--- src/rtl/usub_pkg.sv ---
// Shared types for the saturating unsigned down-accumulator.
package usub_pkg;

    localparam int W_DEF = 5;

    typedef enum logic [1:0] {
        IDLE,
        RUN,
        SAT
    } state_t;

    typedef logic unsigned [W_DEF-1:0] uword_t;

endpackage : usub_pkg

--- src/rtl/usub_5.sv ---
// Combinational saturating subtractor: s = max(a-b, 0), uf = borrow out.
module usub_5 #(
    parameter int W = 5
) (
    input  logic [W-1:0] a,
    input  logic [W-1:0] b,
    output logic [W-1:0] s,
    output logic         uf
);

    logic [W:0] diff;

    // Extend by one bit so the top bit of the difference is the borrow.
    always_comb begin
        diff = {1'b0, a} - {1'b0, b};
        uf   = diff[W];
        s    = diff[W] ? '0 : diff[W-1:0];
    end

endmodule : usub_5

--- src/rtl/usub_acc_5.sv ---
// Saturating unsigned down-accumulator with valid/ready operand intake.
// Budget is loaded once, then each accepted operand is subtracted; the
// first underflow clamps to zero and parks the block in SAT until reloaded.
module usub_acc_5
    import usub_pkg::*;
#(
    parameter int W = W_DEF
) (
    input  logic         clk,
    input  logic         rst,
    input  logic         load,
    input  logic [W-1:0] load_val,
    input  logic         in_valid,
    output logic         in_ready,
    input  logic [W-1:0] b,
    output logic [W-1:0] acc,
    output logic         out_valid,
    output logic         uf,
    output logic         uf_sticky
);

    state_t       state_q;
    logic [W-1:0] acc_q;
    logic         out_valid_q;
    logic         uf_q;
    logic         uf_sticky_q;

    logic [W-1:0] sub_s;
    logic         sub_uf;
    logic         xfer;

    usub_5 #(.W(W)) u_sub (
        .a  (acc_q),
        .b  (b),
        .s  (sub_s),
        .uf (sub_uf)
    );

    // Ready depends on state alone so the source never sees a loop through in_valid.
    assign in_ready = (state_q == RUN);
    assign xfer     = in_valid && in_ready;

    // State, accumulator and result strobes. rst beats load beats a transfer;
    // an operand presented alongside load is dropped.
    always_ff @(posedge clk) begin
        if (rst) begin
            state_q     <= IDLE;
            acc_q       <= '0;
            out_valid_q <= 1'b0;
            uf_q        <= 1'b0;
            uf_sticky_q <= 1'b0;
        end else begin
            out_valid_q <= 1'b0;
            uf_q        <= 1'b0;
            if (load) begin
                state_q     <= RUN;
                acc_q       <= load_val;
                uf_sticky_q <= 1'b0;
            end else if (xfer) begin
                acc_q       <= sub_s;
                out_valid_q <= 1'b1;
                uf_q        <= sub_uf;
                if (sub_uf) begin
                    uf_sticky_q <= 1'b1;
                    state_q     <= SAT;
                end
            end
        end
    end

    assign acc       = acc_q;
    assign out_valid = out_valid_q;
    assign uf        = uf_q;
    assign uf_sticky = uf_sticky_q;

endmodule : usub_acc_5
--- config.mk ---
export PLATFORM = sky130hd
export DESIGN_NAME = usub_acc_5
export DESIGN_NICKNAME = d
export VERILOG_FILES = /design/src/rtl/usub_pkg.sv /design/src/rtl/usub_5.sv /design/src/rtl/usub_acc_5.sv
export SDC_FILE = /design/constraint.sdc
export NUM_CORES = 1
export LEC_CHECK = 0
export ABC_AREA = 1
export ABC_CLOCK_PERIOD_IN_PS = 2800
export CAP_MARGIN = 20
export CORE_MARGIN = 4
export CORE_UTILIZATION = 46
export DETAILED_ROUTE_END_ITERATION = 10
export PLACE_DENSITY = 0.82
export SLEW_MARGIN = 20
export SYNTH_ARGS = -nofsm -noshare
export SYNTH_HDL_FRONTEND = slang
export SYNTH_SLANG_ARGS = --single-unit
--- constraint.sdc ---
create_clock -name clk -period 2.8 [get_ports clk]
set_clock_uncertainty 0.15 [all_clocks]
set_input_delay 0.56 -clock clk [delete_from_list [all_inputs] [get_ports clk]]
set_output_delay 0.56 -clock clk [all_outputs]
set_load 0.02 [all_outputs]
=== Yosys cells after proc, flatten, opt, wreduce, memory -nomap -nowiden ===
Index checks and enable logic that the tools add are counted.

* Register bits after elaboration: 9
* Input port bits: 14
* Output and inout bits: 9
* Word-level logic and storage cells: 22

* $add $sub $neg: 1
* Equal/unequal tests: 1
* Multiplexer cells: 7
* Bitwise operators: 1
* Reductions and logical operators: 7

{| class="wikitable"
|+ Operators by type and width
! kind !! count
|-
| $mux 5 || 3
|-
| $sub 5x5->6 || 1
|-
| $mux 1 || 4
|-
| $reduce_and 2->1 || 2
|-
| $reduce_bool 2->1 || 2
|-
| $reduce_or 3->1 || 1
|-
| $eq 2x1->1 const B || 1
|-
| $reduce_or 2->1 || 1
|-
| $logic_and 1x1->1 || 1
|-
| $not 1->1 || 1
|}

=== Logic depth before layout (Yosys ltp) ===
Gate-level depths: netlist of the first run.

* Depth in word-level cells: 4
* Gate-level depth with buffers: 10

=== By module ===
Synthesis of the first run repeated with hierarchy kept, for this count alone.

* Cells, all modules: 107
* Area, all modules: 678.2 sq um

{| class="wikitable"
|+ By module, submodules not included
! module !! times used !! cells an instance !! area an instance (sq um) !! seq. area each (sq um)
|-
| usub_acc_5 || 1 || 59 || 407.9 || 180.2
|-
| usub_5 || 1 || 48 || 270.3 || 0.0
|}

=== Worst setup path before layout of the first run ===
Ideal clock, no wire load.

* Kind: input to register
* From: in b[0]
* To: reg acc_q[4], in the netlist acc[4]
* Arrival: 1.652 ns
* Data required time: 2.580 ns
* Slack: 0.928 ns
* Stages on the path: 9
* Cell sequence: ha_1 fa_1 inv_1 nand3_1 nand3_1 nand2_1 nor2_1 nand2_1 a21oi_1

* Cells in the longest elaborated chain, start to end: 4

{| class="wikitable"
|+ Ends and longest elaborated chain
! what !! RTL line !! RTL
|-
| start, declared || usub_acc_5.sv:15 || <nowiki>input logic [W-1:0] b,</nowiki>
|-
| $sub 5x5->6 || usub_5.sv:15 || <nowiki>diff = {1'b0, a} - {1'b0, b};</nowiki>
|-
| $mux 5 || usub_5.sv:17 || <nowiki>s = diff[W] ? '0 : diff[W-1:0];</nowiki>
|-
| $mux 5 || usub_acc_5.sv:59 || <nowiki>end else if (xfer) begin</nowiki>
|-
| $mux 5 || usub_acc_5.sv:55 || <nowiki>if (load) begin</nowiki>
|-
| end signal, assigned || usub_acc_5.sv:57 || <nowiki>acc_q <= load_val;</nowiki>
|-
| end signal, assigned || usub_acc_5.sv:60 || <nowiki>acc_q <= sub_s;</nowiki>
|-
| end, declared || usub_acc_5.sv:23 || <nowiki>logic [W-1:0] acc_q;</nowiki>
|}

No other way between the ends. The select of a mux whose other input is x is not followed.
A chain may end at the register's enable or synchronous reset.

=== Worst setup path in the final report of the first run ===
Same ends and word-level chain as after synthesis.

==> results of run 1 <==
## power by group through the flow
stage	logic [W]	clock network, W	registers [W]
after floorplan	0.0000598	0	0.000148
after global placement	0.000108	0	0.000142
after detailed placement	0.000111	0	0.000142
after CTS	0.000112	0.000109	0.000139
after global routing	0.000124	0.000114	0.000140
final	0.000111	0.000106	0.000139
## registers in the layout, indices dropped and copies added, names as in the netlist
| signal | cells |
|---|---|
| acc | 5 |
| uf | 1 |
| uf_sticky | 1 |
| state_q | 1 |
| out_valid | 1 |
## cell type report
cell class                 count  area share, %
tap                           15           2.11
timing repair buffer          22           24.8
inverter                      23           9.70
multi-input combinational     64           40.2
sequential                     9           20.3
clock buffer                   4           2.95
## worst min-delay path, delay by kind of cell (launching register included)
family           cells  cell delay [ns]
flip-flops           1             0.31
AO/OA/AOI/OAI        1             0.05
AND/OR/NAND/NOR      1             0.06
## stage by stage
stage	util (%)	cell area (sq um)	total power, W	cells
2_1_floorplan	-	629	0.000208	97
3_3_place_gp	66.3	863	0.000250	133
3_5_place_dp	66.3	863	0.000253	133
4_1_cts	68.4	890	0.000359	137
5_1_grt	68.4	890	0.000379	137
6_report	68.4	890	0.000356	137
## worst max path at each step
stage	end	depth (start not counted)	startpoint	slack [ns]
3_3_place_gp	acc[4]$_SDFFE_PP0P_	10	b[0]	0.46
2_1_floorplan	acc[4]$_SDFFE_PP0P_	9	b[0]	0.93
5_1_grt	acc[4]$_SDFFE_PP0P_	10	b[0]	0.54
3_5_place_dp	acc[4]$_SDFFE_PP0P_	10	b[0]	0.38
6_report	acc[4]$_SDFFE_PP0P_	10	b[0]	0.67
4_1_cts	acc[4]$_SDFFE_PP0P_	10	b[0]	0.66
## logic make-up after synthesis
| family | after synthesis |
|---|---|
| buffers and inverters | 24 |
| AOI/OAI and AO/OA | 13 |
| xor gates and xnor gates | 1 |
| DFF | 9 |
| adders and majority gates | 6 |
| and+or+nand+nor | 44 |
## layout by cell type, fill, tap and decap left out
master,synthesis,routed
nand2_1,26,26
inv_1,23,23
clkdlybuf4s50_1,0,22
a21oi_1,11,11
dfxtp_1,9,9
nor2_1,7,7
ha_1,5,5
nand3_1,4,4
clkbuf_4,0,3
nor2_4,2,2
nand2_2,2,2
o21ai_0,2,2
or2_2,1,1
nor3_2,1,1
nor2_2,1,1
xor2_1,1,1
fa_1,1,1
clkbuf_1,0,1
## Yosys cell counts
| cell type | instances | share of area (%) |
|---|---|---|
| a21oi_1 | 11 | 8.7 |
| buf_2 | 1 | 0.79 |
| dfxtp_1 | 9 | 29 |
| fa_1 | 1 | 3.2 |
| ha_1 | 5 | 9.9 |
| inv_1 | 23 | 14 |
| nand2_1 | 26 | 16 |
| nand2_2 | 2 | 2.0 |
| nand3_1 | 4 | 3.2 |
| nor2_1 | 7 | 4.2 |
| nor2_2 | 1 | 0.99 |
| nor2_4 | 2 | 3.6 |
| nor3_2 | 1 | 1.6 |
| o21ai_0 | 2 | 1.6 |
| or2_2 | 1 | 0.99 |
| xor2_1 | 1 | 1.4 |
## metal layers
metal	up-vias	global-route usage [%]	routed length [um]	share of wire, %
met1	275	17.9	613	44
met2	16	26.8	658	47
met3	3	5.18	108	7.7
li1	344	-	-	-
met4	0	5.26	21	1.5
met5	-	0	0	0
==> results_dict.tcl, run 1 <==
set metrics [dict create \
    antenna_found_initial 0 \
    syn_avg_cell_area_sq_um 6.49 \
    hold_path_end "state_q[0]$_SDFFE_PP0P_" \
    grt_pass1_wl_mm 2.37 \
    cpLargestDelayFamily "adder cells" \
    max-cap-violations 0 \
    cts_tree "yes" \
    p_per_area_nw_per_um2 400 \
    clock_power_share_pct 29.7 \
    syn_to_final_growth_pct 41.4 \
    cts-root-buf "clkbuf_4" \
    numCtsBuffers 3 \
    cp-start-kind "input pin" \
    max_stage_delay_ns 0.42 \
    cp.arrival_ns 2.18 \
    p_switching_w 0.000113 \
    drt_iter0_markers 7 \
    ant_nets 0 \
    p_comb_share_pct 31.1 \
    worst-path-buf-inv 2 \
    finalSetupViolCount 0 \
    max_freq_mhz 469 \
    timing.hold.ws_ns 0.325 \
    crit_fanout 3 \
    dieHeight_um 45.0 \
    crit_slowest_cell "fa_1" \
    drive_above_1_share_pct 8.20 \
    swShare_pct 31.8 \
    floorplan.initialDensity_pct 48.4 \
    reg2reg_to "acc[4]$_SDFFE_PP0P_" \
    firstDrtPassIters 4 \
    min_path_type "flip-flop to flip-flop" \
    rows 13 \
    yosys_warnings 0 \
    required_ns 2.85 \
    path_cells "clkdlybuf4s50_1, ha_1, fa_1, inv_1, nand3_1, nand3_1, nand2_1, nor2_1, nand2_1, a21oi_1" \
    ys_seq_area_share_pct 28.6 \
    h-tree-depth 1 \
    syn_inst 97 \
    fin_crit_sh_pct 76.1 \
    ir_worst_vdd_mv 0.283 \
    r2r_start "acc[0]$_SDFFE_PP0P_" \
    wl_mm 1.40 \
    grt_usage_pct 15.6 \
    p_seq_share_pct 39.2 \
    crit_type "input pin to flip-flop" \
    final-seq-area_sq_um 180 \
    rrSetupSlack_ns 1.01 \
    synthDistinctLibCells 16 \
    worst_setup_path_end_kind "flip-flop" \
    netlist_area_sq_um 629 \
    fillers 111 \
    p_leak_nw 0.437 \
    fin_crit_ns 2.13 \
    r2r_cells 10 \
    synth_simple_gate_area_share_pct 32.0 \
    finalHoldViolations 0 \
    postCtsHoldBufs 0 \
    synth_top_family_by_area "simple AND/OR/NAND/NOR gates" \
    clock_path_buffers 2 \
    vias 638 \
    globalRoute.totalOverflow 0 \
    synth-xor-area-share_pct 1.39 \
    dp_slack_ns 0.378 \
    p_int_w 0.000243 \
    route.detailed.drc 0 \
    multi_input_area_sq_um 358 \
    grt_pass1_vias 581 \
    slew-limit-headroom_pct 77.8 \
    clkTransAtPathRegs_ns 0.06 \
    diodes 0 \
    io_buffers 22 \
    clock_sinks 9 \
    hold_depth 2 \
    core_area_sq_um 1300 \
    synth_fp_nets 117 \
    synth_fa_ha_area_share_pct 13.1 \
    dieArea_sq_um 2020 \
    synth.area.mux_share_pct 0 \
    avgRoutedWirePerCell_um 10.2 \
    grt_max_degree 9 \
    die_w_um 45.0 \
    finalSetupTns_ns 0 \
    dp_hpwl_mm 1.17 \
    io_pins 23 \
    outcome "complete, no violations" \
    cts_setup_buffers 0 \
    drv_slew 0 \
    final_nets 143 \
    vias_per_cell 4.66 \
    worst_slack_ns 0.670 \
    rsz0062_at_grt "false" \
    ys_ff_latch 9 \
    cts_resized 0 \
    gp_congestion 0.814 \
    min_from "state_q[0]$_SDFFE_PP0P_" \
    worstSkewPairLatency_ns 0.27 \
    synth_compound_area_share_pct 10.3 \
    worst_slew_pin_slew_ns 0.331 \
]
(Power assumes the default switching activity.)
==> inputs of run 2 (changes only) <==
- ABC_CLOCK_PERIOD_IN_PS: 2800 -> 2200
- CORE_UTILIZATION: 46 -> 42
- PLACE_DENSITY: 0.82 -> 0.76
- clock period: 2.8 -> 2.2 ns (I/O delays scaled with it)
==> results_dict.tcl, run 2 (synthesis gave the netlist of run 1 again) <==
set metrics [dict create \
    cts_resized 0 \
    syn_to_final_growth_pct 47.3 \
    dp_hpwl_mm 1.26 \
    wl_mm 1.51 \
    worstSkewPairLatency_ns 0.27 \
    final_nets 148 \
    cp-start-kind "input pin" \
    finalHoldViolations 0 \
    crit_fanout 2 \
    finalSetupViolCount 0 \
    cts_tree "yes" \
    p_per_area_nw_per_um2 495 \
    worst_slew_pin_slew_ns 0.261 \
    max-cap-violations 0 \
    ir_worst_vdd_mv 0.320 \
    dp_slack_ns -0.0413 \
    clock_path_buffers 2 \
    outcome "complete, no violations" \
    cts-root-buf "clkbuf_4" \
    fin_crit_sh_pct 88.9 \
    core_area_sq_um 1350 \
    power_w 0.000459 \
    largest_register_ffs 5 \
    antenna_found_initial 0 \
    p_leak_nw 0.461 \
    rsz0062_at_grt "false" \
    clock_sinks 9 \
    drv_slew 0 \
    io_buffers 22 \
    firstDrtPassIters 6 \
    finalSetupTns_ns 0 \
    dr.max_layer_used "met4" \
    final-seq-area_sq_um 180 \
    layoutNonFillerInstCount 142 \
    r2r_start "acc[0]$_SDFFE_PP0P_" \
    path_cells "clkdlybuf4s50_1, ha_1, fa_1, inv_1, nand3_1, nand3_1, nand2_1, nor2_1, nand2_1, a21oi_1" \
    fillers 116 \
    min_path_type "flip-flop to flip-flop" \
    ant_nets 0 \
    fin_crit_ns 1.96 \
    die_w_um 46.7 \
    placed_cells 138 \
    layout_commonest_cell "nand2_1" \
    vias_per_cell 4.63 \
    cts_setup_buffers 0 \
    h-tree-depth 1 \
    max_freq_mhz 511 \
    final_cell_mix "26 x nand2_1, 23 x inv_1, 22 x clkdlybuf4s50_1" \
    crit_slowest_cell "clkdlybuf4s50_1" \
    numCtsBuffers 3 \
    route.detailed.drc 0 \
    crit_type "input pin to flip-flop" \
    cp.arrival_ns 2.01 \
    max_stage_delay_ns 0.40 \
    drt_iter0_markers 7 \
    multi_input_area_sq_um 358 \
    grt_max_degree 7 \
    dieHeight_um 46.7 \
    floorplan.initialDensity_pct 46.6 \
    diodes 0 \
    worst_setup_path_end_kind "flip-flop" \
    vias 658 \
    required_ns 2.25 \
    grt_usage_pct 17.0 \
    grt_pass1_wl_mm 2.48 \
    dieArea_sq_um 2180 \
    postCtsHoldBufs 0 \
    worst_slack_ns 0.244 \
    avgRoutedWirePerCell_um 10.6 \
    rows 13 \
    grt_pass1_vias 584 \
    timing.hold.ws_ns 0.319 \
    dr_wl_met2_um 736 \
    cp-startpoint "b[0]" \
    clkTransAtPathRegs_ns 0.07 \
    gp_congestion 0.818 \
    slew-limit-headroom_pct 82.5 \
    drive_above_1_share_pct 11.8 \
    io_pins 23 \
    dr_wl_met3_um 57 \
    globalRoute.totalOverflow 0 \
    min_from "state_q[0]$_SDFFE_PP0P_" \
    wl_met1_um 666 \
]
==> run 2: cell count changes in the layout (fill, tap and decap cells not counted) <==
cell | before | now
buf_4 | 0 | 5
==> run 2: report_power, final <==
| group | switching, W | internal [W] |
|---|---|---|
| clock | 0.0000615 | 0.0000700 |
| sequential | 0.00000623 | 0.000171 |
| combinational | 0.0000755 | 0.0000743 |
| total | 0.000143 | 0.000316 |
==> run 2: final cells by class <==
cell class	count	share of cell area (%)
Timing Repair Buffer	27	27.8
Sequential cell	9	19.4
Inverter	23	9.31
Multi-Input combinational cell	64	38.6
Clock buffer	4	2.83
Tap cell	15	2.02
==> run 2: per-stage QoR <==
step / instance area, sq um / utilization [%]
after floorplan: 629 / -
after global placement: 901 / 66.7
after detailed placement: 901 / 66.7
after CTS: 927 / 68.7
after global routing: 927 / 68.7
final: 927 / 68.7
==> run 2: metal layers <==
metal  track usage, %  up-vias
li1                 -      355
met1             20.7      284
met2             26.6       14
met3             2.34        5
met4             13.3        0
met5                0        -
==> run 2: final timing paths <==
path | endpoint | slack (ns) | depth (start not counted)
max | acc[4]$_SDFFE_PP0P_ | 0.24 | 10
min | state_q[0]$_SDFFE_PP0P_ | 0.32 | 2
max reg2reg | acc[4]$_SDFFE_PP0P_ | 0.46 | 10
min reg2reg | state_q[0]$_SDFFE_PP0P_ | 0.32 | 2
==> run 2: critical path: cells and delay by family <==
family	cells	cell delay, ns
compound gates	1	0.12
buf+inv	2	0.47
fa+ha+maj	2	0.62
simple gates	5	0.36
